### config.mk
export PLATFORM = sky130hd
export DESIGN_NAME = rv_wb_arb
export DESIGN_NICKNAME = d
export VERILOG_FILES = /design/src/rtl/rv_wb_arb.sv
export SDC_FILE = /design/constraint.sdc
export NUM_CORES = 1
export LEC_CHECK = 0
export BUFFER_PORTS_ARGS = -buffer_cell sky130_fd_sc_hd__buf_4
export CAP_MARGIN = 0
export CORE_MARGIN = 3
export CORE_UTILIZATION = 45
export CTS_CLUSTER_DIAMETER = 30
export CTS_CLUSTER_SIZE = 14
export DETAILED_ROUTE_END_ITERATION = 10
export PLACE_DENSITY = 0.67
export SLEW_MARGIN = 20
export SYNTH_ARGS = -nofsm -noshare
export SYNTH_HDL_FRONTEND = slang
export SYNTH_SLANG_ARGS = --single-unit
export TNS_END_PERCENT = 5
### constraint.sdc
create_clock -name clk -period 4.9 [get_ports clk]
set_input_delay 0.49 -clock clk [delete_from_list [all_inputs] [get_ports clk]]
set_output_delay 0.49 -clock clk [all_outputs]
set_load 0.005 [all_outputs]
### src/rtl/rv_wb_arb.sv
// rv_wb_arb: writeback arbiter merging ALU and LSU results into one registered RF write.
// Latency: ALU 1 cycle; LSU 1 cycle via bypass (RV_WB_BYPASS_EN defined), otherwise >= 2 through the FIFO.
// Backpressure: ALU never stalls; LSU stalls (lsu_rdy_o low) only while the DEPTH-entry FIFO is full.
// Optional feature macro: RV_WB_BYPASS_EN (LSU-to-output bypass when FIFO empty and no ALU write).
module rv_wb_arb #(
  parameter int DEPTH = 2
) (
  input  logic        clk,
  input  logic        rst_n,
  input  logic        alu_vld_i,
  input  logic [4:0]  alu_rd_i,
  input  logic [63:0] alu_data_i,
  input  logic        lsu_vld_i,
  output logic        lsu_rdy_o,
  input  logic [4:0]  lsu_rd_i,
  input  logic [63:0] lsu_data_i,
  output logic        wr_en_o,
  output logic [4:0]  wr_reg_o,
  output logic [63:0] wr_data_o,
  output logic [31:0] pend_vec_o
);

  localparam int AW = (DEPTH > 1) ? $clog2(DEPTH) : 1;
  localparam int CW = AW + 1;

  typedef struct packed {
    logic [4:0]  rd;
    logic [63:0] data;
  } wb_ent_t;

  // FIFO state
  wb_ent_t         r_fifo [DEPTH];
  logic [AW-1:0]   r_wptr;
  logic [AW-1:0]   r_rptr;
  logic [CW-1:0]   r_count;

  // Output register
  logic            r_wr_en;
  logic [4:0]      r_wr_reg;
  logic [63:0]     r_wr_data;

  // Per-cycle decisions
  logic            w_fifo_full;
  logic            w_fifo_empty;
  logic            w_lsu_hs;
  logic            w_lsu_wr;
  logic            w_alu_wr;
  logic            w_pop;
  logic            w_byp;
  logic            w_push;
  wb_ent_t         w_head;
  logic [31:0]     w_pend_vec;

  assign w_fifo_full  = (r_count == CW'(DEPTH));
  assign w_fifo_empty = (r_count == '0);

  // Ready depends only on registered occupancy, never on this cycle's inputs.
  assign lsu_rdy_o = ~w_fifo_full;

  assign w_lsu_hs = lsu_vld_i & lsu_rdy_o;
  // x0 results are accepted but dropped here so they never occupy a slot.
  assign w_lsu_wr = w_lsu_hs & (lsu_rd_i != 5'd0);
  assign w_alu_wr = alu_vld_i & (alu_rd_i != 5'd0);

  // The queue drains only in cycles the ALU leaves the write port free.
  assign w_pop  = ~w_alu_wr & ~w_fifo_empty;
  assign w_head = r_fifo[r_rptr];

`ifdef RV_WB_BYPASS_EN
  // Skip the FIFO only when it is empty, so ordering against older LSU results is kept.
  assign w_byp = ~w_alu_wr & w_fifo_empty & w_lsu_wr;
`else
  // No direct LSU-to-output path: every LSU write is staged in the FIFO.
  assign w_byp = 1'b0;
`endif

  assign w_push = w_lsu_wr & ~w_byp;

  // FIFO storage: write the tail on push; contents are qualified by count, so no reset is needed.
  always_ff @(posedge clk) begin
    if (w_push) begin
      r_fifo[r_wptr] <= '{rd: lsu_rd_i, data: lsu_data_i};
    end
  end

  // FIFO pointers and occupancy; pointers wrap naturally because DEPTH is a power of two.
  always_ff @(posedge clk or negedge rst_n) begin
    if (!rst_n) begin
      r_wptr  <= '0;
      r_rptr  <= '0;
      r_count <= '0;
    end else begin
      if (w_push) begin
        r_wptr <= r_wptr + AW'(1);
      end
      if (w_pop) begin
        r_rptr <= r_rptr + AW'(1);
      end
      case ({w_push, w_pop})
        2'b10:   r_count <= r_count + CW'(1);
        2'b01:   r_count <= r_count - CW'(1);
        default: r_count <= r_count;
      endcase
    end
  end

  // Output register: ALU first, then the oldest queued LSU result, then the bypass; hold address/data when idle.
  always_ff @(posedge clk or negedge rst_n) begin
    if (!rst_n) begin
      r_wr_en   <= 1'b0;
      r_wr_reg  <= 5'd0;
      r_wr_data <= 64'd0;
    end else begin
      r_wr_en <= w_alu_wr | w_pop | w_byp;
      if (w_alu_wr) begin
        r_wr_reg  <= alu_rd_i;
        r_wr_data <= alu_data_i;
      end else if (w_pop) begin
        r_wr_reg  <= w_head.rd;
        r_wr_data <= w_head.data;
      end else if (w_byp) begin
        r_wr_reg  <= lsu_rd_i;
        r_wr_data <= lsu_data_i;
      end
    end
  end

  // Pending bitmap: OR of one-hot rd over occupied slots, walking from the head for count entries.
  always_comb begin
    w_pend_vec = 32'd0;
    for (int i = 0; i < DEPTH; i++) begin
      if (CW'(i) < r_count) begin
        w_pend_vec[r_fifo[r_rptr + AW'(i)].rd] = 1'b1;
      end
    end
  end

  assign wr_en_o    = r_wr_en;
  assign wr_reg_o   = r_wr_reg;
  assign wr_data_o  = r_wr_data;
  assign pend_vec_o = w_pend_vec;

endmodule

# After elaboration in Yosys (flattened, before gate mapping)
# Memories as Yosys holds them, arrays and structs flattened.
# Cells that the tools add are included.
dict set report classes {
  mux 13
  add_sub_neg 4
  magnitude_cmp 6
  n_eq_ne 3
  n_reduce_logical 7
  bitwise_logic 9
}
# cell count
set ops {}
lappend ops {{64-bit 2-to-1 mux} 2}
lappend ops {{32-bit 2-to-1 mux} 2}
lappend ops {{32-bit OR} 1}
lappend ops {{5-bit by 6-bit less-than comparator with 1-bit output (second input constant)} 2}
lappend ops {{1-bit demux with 5-bit select} 2}
lappend ops {{5-bit by 1-bit greater-or-equal comparator with 1-bit output (second input constant)} 2}
lappend ops {{5-bit 2-to-1 mux} 2}
lappend ops {{5-bit nonzero test} 2}
lappend ops {{1-bit bitwise AND} 4}
lappend ops {{2-bit == test (second input constant)} 2}
lappend ops {{1-bit by 2-bit less-than comparator with 1-bit output (first input constant)} 2}
lappend ops {{1-bit 2-to-1 mux} 4}
lappend ops {{2-bit one-hot mux with 2 select lines} 1}
lappend ops {{2-bit nonzero test} 2}
lappend ops {{1-bit inverter} 3}
lappend ops {{1-bit adder (second input constant)} 2}
lappend ops {{2-bit by 1-bit adder with 2-bit output (second input constant)} 1}
lappend ops {{2-bit by 1-bit == test with 1-bit output (second input constant)} 1}
lappend ops {{1-bit logical AND} 2}
lappend ops {{2-bit logical NOT} 1}
lappend ops {{2-bit by 1-bit subtractor with 2-bit output (second input constant)} 1}
lappend ops {{1-bit OR} 1}
dict set report totals {
  output_inout_bits 103
  n_memories 1
  mem_bits_rw 138
  ff_bits 74
  word_cells 49
  inputBits 142
}
# memory words width read_ports rd_ports_with_merged_regs wr line
set memory_table {}
lappend memory_table {r_fifo 2 69 2 0 1 32} ;# wb_ent_t r_fifo [DEPTH];

# Longest topological paths before layout
# An unclocked memory read counts as a cell.
dict set report depth {
  depth_word 8
  mapped_depth 9
  depth_no_buf 7
}

# Worst setup path after synthesis
# OpenSTA, ideal clock, no wires.
dict set report synth_path {
  kind {register -> register}
  from {register r_count[0]}
  to {memory r_fifo[0][0] in the netlist's numbering (enable)}
  setup_time_ns 0.497
  t_required_ns 4.403
  path_stages_with_launch 6
  arrival_time_ns 3.758
  n_path_buf 0
  synth_period_minus_slack_ns 4.254
  setup_slack_ns 0.646
  path_cell_list {dfrtp_1 inv_1 ha_1 inv_1 o211ai_1 nor2_1}
}
dict set report synth_via {
  elab_chain_len 6
}
# element line
set synth_rtl {}
lappend synth_rtl {{start: declaration} 35} ;# logic [CW-1:0] r_count;
lappend synth_rtl {{start signal: assignment} 100} ;# 2'b10: r_count <= r_count + CW'(1);
lappend synth_rtl {{start signal: assignment} 101} ;# 2'b01: r_count <= r_count - CW'(1);
lappend synth_rtl {{start signal: assignment} 102} ;# default: r_count <= r_count;
lappend synth_rtl {{2-bit == test} 54} ;# assign w_fifo_full = (r_count == CW'(DEPTH));
lappend synth_rtl {{1-bit inverter} 58} ;# assign lsu_rdy_o = ~w_fifo_full;
lappend synth_rtl {{via lsu_rdy_o} 14} ;# output logic lsu_rdy_o,
lappend synth_rtl {{1-bit bitwise AND} 60} ;# assign w_lsu_hs = lsu_vld_i & lsu_rdy_o;
lappend synth_rtl {{1-bit bitwise AND} 62} ;# assign w_lsu_wr = w_lsu_hs & (lsu_rd_i != 5'd0);
lappend synth_rtl {{1-bit 2-to-1 mux} 81} ;# if (w_push) begin
lappend synth_rtl {{1-bit 2-to-1 mux (implied by the code)} 82} ;# r_fifo[r_wptr] <= '{rd: lsu_rd_i, data: lsu_data_i};
lappend synth_rtl {{end: declaration} 32}
# The timed path passes the listed nets, and every way through them passes these cells.

# Worst setup path in the final report
dict set report layout_path {
  from {register r_rptr}
  to {output pend_vec_o[18]}
}
dict set report layout_via {
  elab_chain_len 8
  word_cells_on_any_way 15
  classes_between {add/sub (1); order compare (4); mux (6); bitwise (1); reduce/logical (2); memory (1)}
}
# element line
set layout_rtl {}
lappend layout_rtl {{start: declaration} 34} ;# logic [AW-1:0] r_rptr;
lappend layout_rtl {{start signal: assignment} 97} ;# r_rptr <= r_rptr + AW'(1);
lappend layout_rtl {{1-bit adder or memory read 2 x 69 bit (tied branches)} --}
lappend layout_rtl {{memory read 2 x 69 bit *} --}
lappend layout_rtl {{5-bit by 6-bit less-than comparator with 1-bit output (implied by the code), or another cell as far along} 133} ;# w_pend_vec[r_fifo[r_rptr + AW'(i)].rd] = 1'b1;
lappend layout_rtl {{1-bit logical AND (implied by the code) or 1-bit 2-to-1 mux (tied branches)} 133}
lappend layout_rtl {{1-bit 2-to-1 mux (implied by the code) or 1-bit demux with 5-bit select (tied branches)} 133}
lappend layout_rtl {{1-bit demux with 5-bit select or 32-bit 2-to-1 mux (tied branches)} {133, 132}}
lappend layout_rtl {{32-bit OR (no line)} --}
lappend layout_rtl {{32-bit 2-to-1 mux *} 132} ;# if (CW'(i) < r_count) begin
lappend layout_rtl {{end: declaration} 20} ;# output logic [31:0] pend_vec_o
# Mark *: on every way between the ends. The rest lies on a longest branch, timed or not.

==> metrics <==
outcome=complete, no violations; switching share of power=0.308; Post-Syn Area=0.00896 sq mm; Die Outline Area=0.0217 sq mm; most common library cells after synthesis=sky130_fd_sc_hd__edfxtp_1 (138), sky130_fd_sc_hd__o21ai_0 (77), sky130_fd_sc_hd__mux2i_1 (76); final-report max-slew violation count=0; clock net sink count=212; buffers and inverters on the worst path=1; Final WS setup=1.78 ns; # nets final=1035; starting density of the core=0.468; Antenna Violating Nets Remaining=0; Total Routing Usage GR=0.198; biggest area contributors in the synthesized netlist=sky130_fd_sc_hd__edfxtp_1 (46%), sky130_fd_sc_hd__dfrtp_1 (21%), sky130_fd_sc_hd__mux2i_1 (8.5%); class of the most critical hold timing path=in -> reg; floorplan die width=147 um; launching element type of the critical path=flop; first-pass GRT wire length=34500 um; post-synthesis sequential element count=212; vias after detailed routing=6206; number of buffers added by the clock tree synthesis step=44; number of standard cells after synthesis=628; Finish-stage setup viols=0; cell count of the worst hold path=1; Cell Int Power=5.46 mW; Switching Power=2.43 mW; GRT overflow=0; part of the Yosys area used for sequential elements=0.669; Core Footprint=0.0191 sq mm; Routed WL per cell=18.7 um; DRC viols=0; normalized max-slew margin=0.342; Bufs on Longest Clock Path=3; amount of wire on met3 after detailed routing=1540 um; number of placement rows=50; startpoint of the worst-slack reg-to-reg timing path=r_count[0]; Setup crit end kind=primary output; worst path required time=4.41 ns; start point of the worst hold path=lsu_data_i[2]; post-synthesis cell type with the largest combined area=sky130_fd_sc_hd__edfxtp_1; root cell of the clock tree=sky130_fd_sc_hd__clkbuf_16; EDFF count, synth=138; highest fanout seen on the critical path=34; HPWL after detailed placement=15300 um; via count of the first global-routing pass=6558; syn_nets=774; Post-CTS Setup Inserts=0; clk_skew=0.0209 ns; Final Hold Vio Count=0; Lkg Pwr=5.23 nW; crit-path cells=mux2i_1, or3b_2, o22ai_1, buf_4; endpoint of the worst register-to-register path=r_fifo[1][67]; Synth cell types=33; final cell count without fillers=1185; Port Buffers=244; portion of synthesized cell area occupied by the leading cell type=0.462; power density relative to cell area=630 mW/mm^2; die outline height=147 um; cell with the most instances after synthesis=sky130_fd_sc_hd__edfxtp_1; num ports=245; clock tree from TritonCTS=yes; Skew-Pair Late Insertion Delay=0.51 ns; Cell Count Post-Placement=1101; design area=0.0125 sq mm; endpoint arrival time on the critical path=2.63 ns; Max Clock Freq=321 MHz; Tightest Pin Transition=0.985 ns; Combinational Power Share=0.287; via density per instance=5.24; wire length reported by the detailed router=22200 um; part of the total power dissipated in sequential elements=0.352; Place WS=1.97 ns; Top Layer Used=met4; routability-driven placement congestion ratio=0.907; area delta synth->final=39.8%; number of inserted diodes=0; Total Neg Setup Slack=0 ns; Async S/R FF share, synth=0.349; cell depth of the worst flop-to-flop path=6; depth of the CTS H-tree=2; CP max stage cell=sky130_fd_sc_hd__dfrtp_4; max capacitance violation total=0; top flip-flop cell by instance count after synthesis=sky130_fd_sc_hd__edfxtp_1; total routed wire length on the met1 layer=8450 um; ratio of cells with drive above 1 in the final layout=0.406; unrepaired setup endpoints after global routing=no; DR WL met2=11500 um; Hold Path Sink=r_fifo[1][2]; antenna violations before repair=0; placement-stage cell area=0.0110 sq mm; critical path type=reg -> out; setup slack on the worst flop-to-flop path=2.03 ns; Yosys warning count=0; stage delay of the slowest cell on the critical path=0.72 ns; number of detailed-route iterations in the first pass=5; fraction of power consumed by the clock network=0.361; category of cells accounting for the largest share of critical-path delay=flip-flops; maximum number of pins on one net before global-route repair=73; DRC marker count from the first detailed-route iteration=254; Clock transition at path regs=0.05 ns; final worst path period need=3.12 ns; post-route fraction of the period consumed by the critical path=0.636; Crit. Startpoint=r_rptr; average instance area after synthesis=14.3 sq um; largest vdd supply drop=409 uV
## per-stage QoR
step                hold WS (ns)  total power [mW]   util
finish                     0.159              7.89  0.655
global placement           0.490              5.00  0.575
global route               0.139              8.33  0.655
detailed placement         0.503              5.09  0.575
CTS                        0.140              7.99  0.653
floorplan                  0.194              4.12      -
## how the worst max path moves through the flow
stage                     end  cells past startpoint
2_1_floorplan    r_fifo[0][0]                      5
3_3_place_gp    wr_data_o[23]                      5
3_5_place_dp    r_fifo[0][66]                      6
4_1_cts        pend_vec_o[18]                      4
5_1_grt        pend_vec_o[10]                      4
6_report       pend_vec_o[18]                      4
## cell families (layout without fill, tap and decap cells)
logic type / after synthesis / count (layout) / synth area share
buffers and inverters: 44 / 341 / 0.0251
DFF: 212 / 212 / 0.669
adders and majority gates: 4 / 4 / 0.00558
xor gates and xnor gates: 3 / 3 / 0.00293
and+or+nand+nor: 103 / 103 / 0.0523
muxes: 146 / 146 / 0.173
AOI/OAI and AO/OA: 116 / 116 / 0.0724
## area by class of cell
type / instances / area (sq um)
fill: 1464 / 6610
tap: 260 / 325
clock inverter: 26 / 272
inverter: 7 / 26.3
clock buffer: 56 / 1210
multi-input combinational: 372 / 2770
sequential: 212 / 6000
timing repair buffer: 252 / 1930
## sequential cells by signal, summed over array words and instances (netlist names)
| name | flops |
|---|---|
| r_count | 2 |
| r_fifo | 138 |
| r_rptr | 1 |
| r_wptr | 1 |
| wr_data_o | 64 |
| wr_en_o | 1 |
| wr_reg_o | 5 |
## power by group through the flow
stage	registers, mW	clock network [mW]	logic [mW]
after floorplan	2.75	0	1.37
after global placement	2.78	0	2.22
after detailed placement	2.81	0	2.28
after CTS	2.78	2.90	2.31
after global routing	2.84	2.99	2.50
final	2.78	2.85	2.27
## cells in the final DEF (no fill, tap or decap), types with 3 or more instances in the layout
master	Yosys	routed
sky130_fd_sc_hd__and3b_1	3	3
sky130_fd_sc_hd__buf_4	3	249
sky130_fd_sc_hd__clkbuf_1	15	8
sky130_fd_sc_hd__clkbuf_16	0	46
sky130_fd_sc_hd__clkinv_4	0	8
sky130_fd_sc_hd__clkinvlp_4	0	8
sky130_fd_sc_hd__dfrtp_1	74	73
sky130_fd_sc_hd__edfxtp_1	138	138
sky130_fd_sc_hd__ha_1	4	3
sky130_fd_sc_hd__inv_1	7	7
sky130_fd_sc_hd__inv_6	0	3
sky130_fd_sc_hd__inv_8	0	3
sky130_fd_sc_hd__mux2_1	27	27
sky130_fd_sc_hd__mux2_2	43	43
sky130_fd_sc_hd__mux2i_1	76	76
sky130_fd_sc_hd__nand2_1	70	70
sky130_fd_sc_hd__nand3_1	12	12
sky130_fd_sc_hd__nor3b_1	4	4
sky130_fd_sc_hd__o21ai_0	77	77
sky130_fd_sc_hd__o22ai_1	32	32
sky130_fd_sc_hd__xnor2_1	3	3
## routing by layer
metal / vias up / GRT usage
li1: 2895 / -
met1: 3009 / 0.233
met2: 250 / 0.348
met3: 52 / 0.0552
met4: 0 / 0.0704
met5: - / 0
## timing repair
item / 4_1_cts / 5_1_grt
hold endpoints to repair: 28 / 0
setup endpoints to repair: 0 / 0
hold buffers: 1 / 0
gates resized for setup: 0 / 0
No activity file was read; power rests on OpenSTA's default activity.
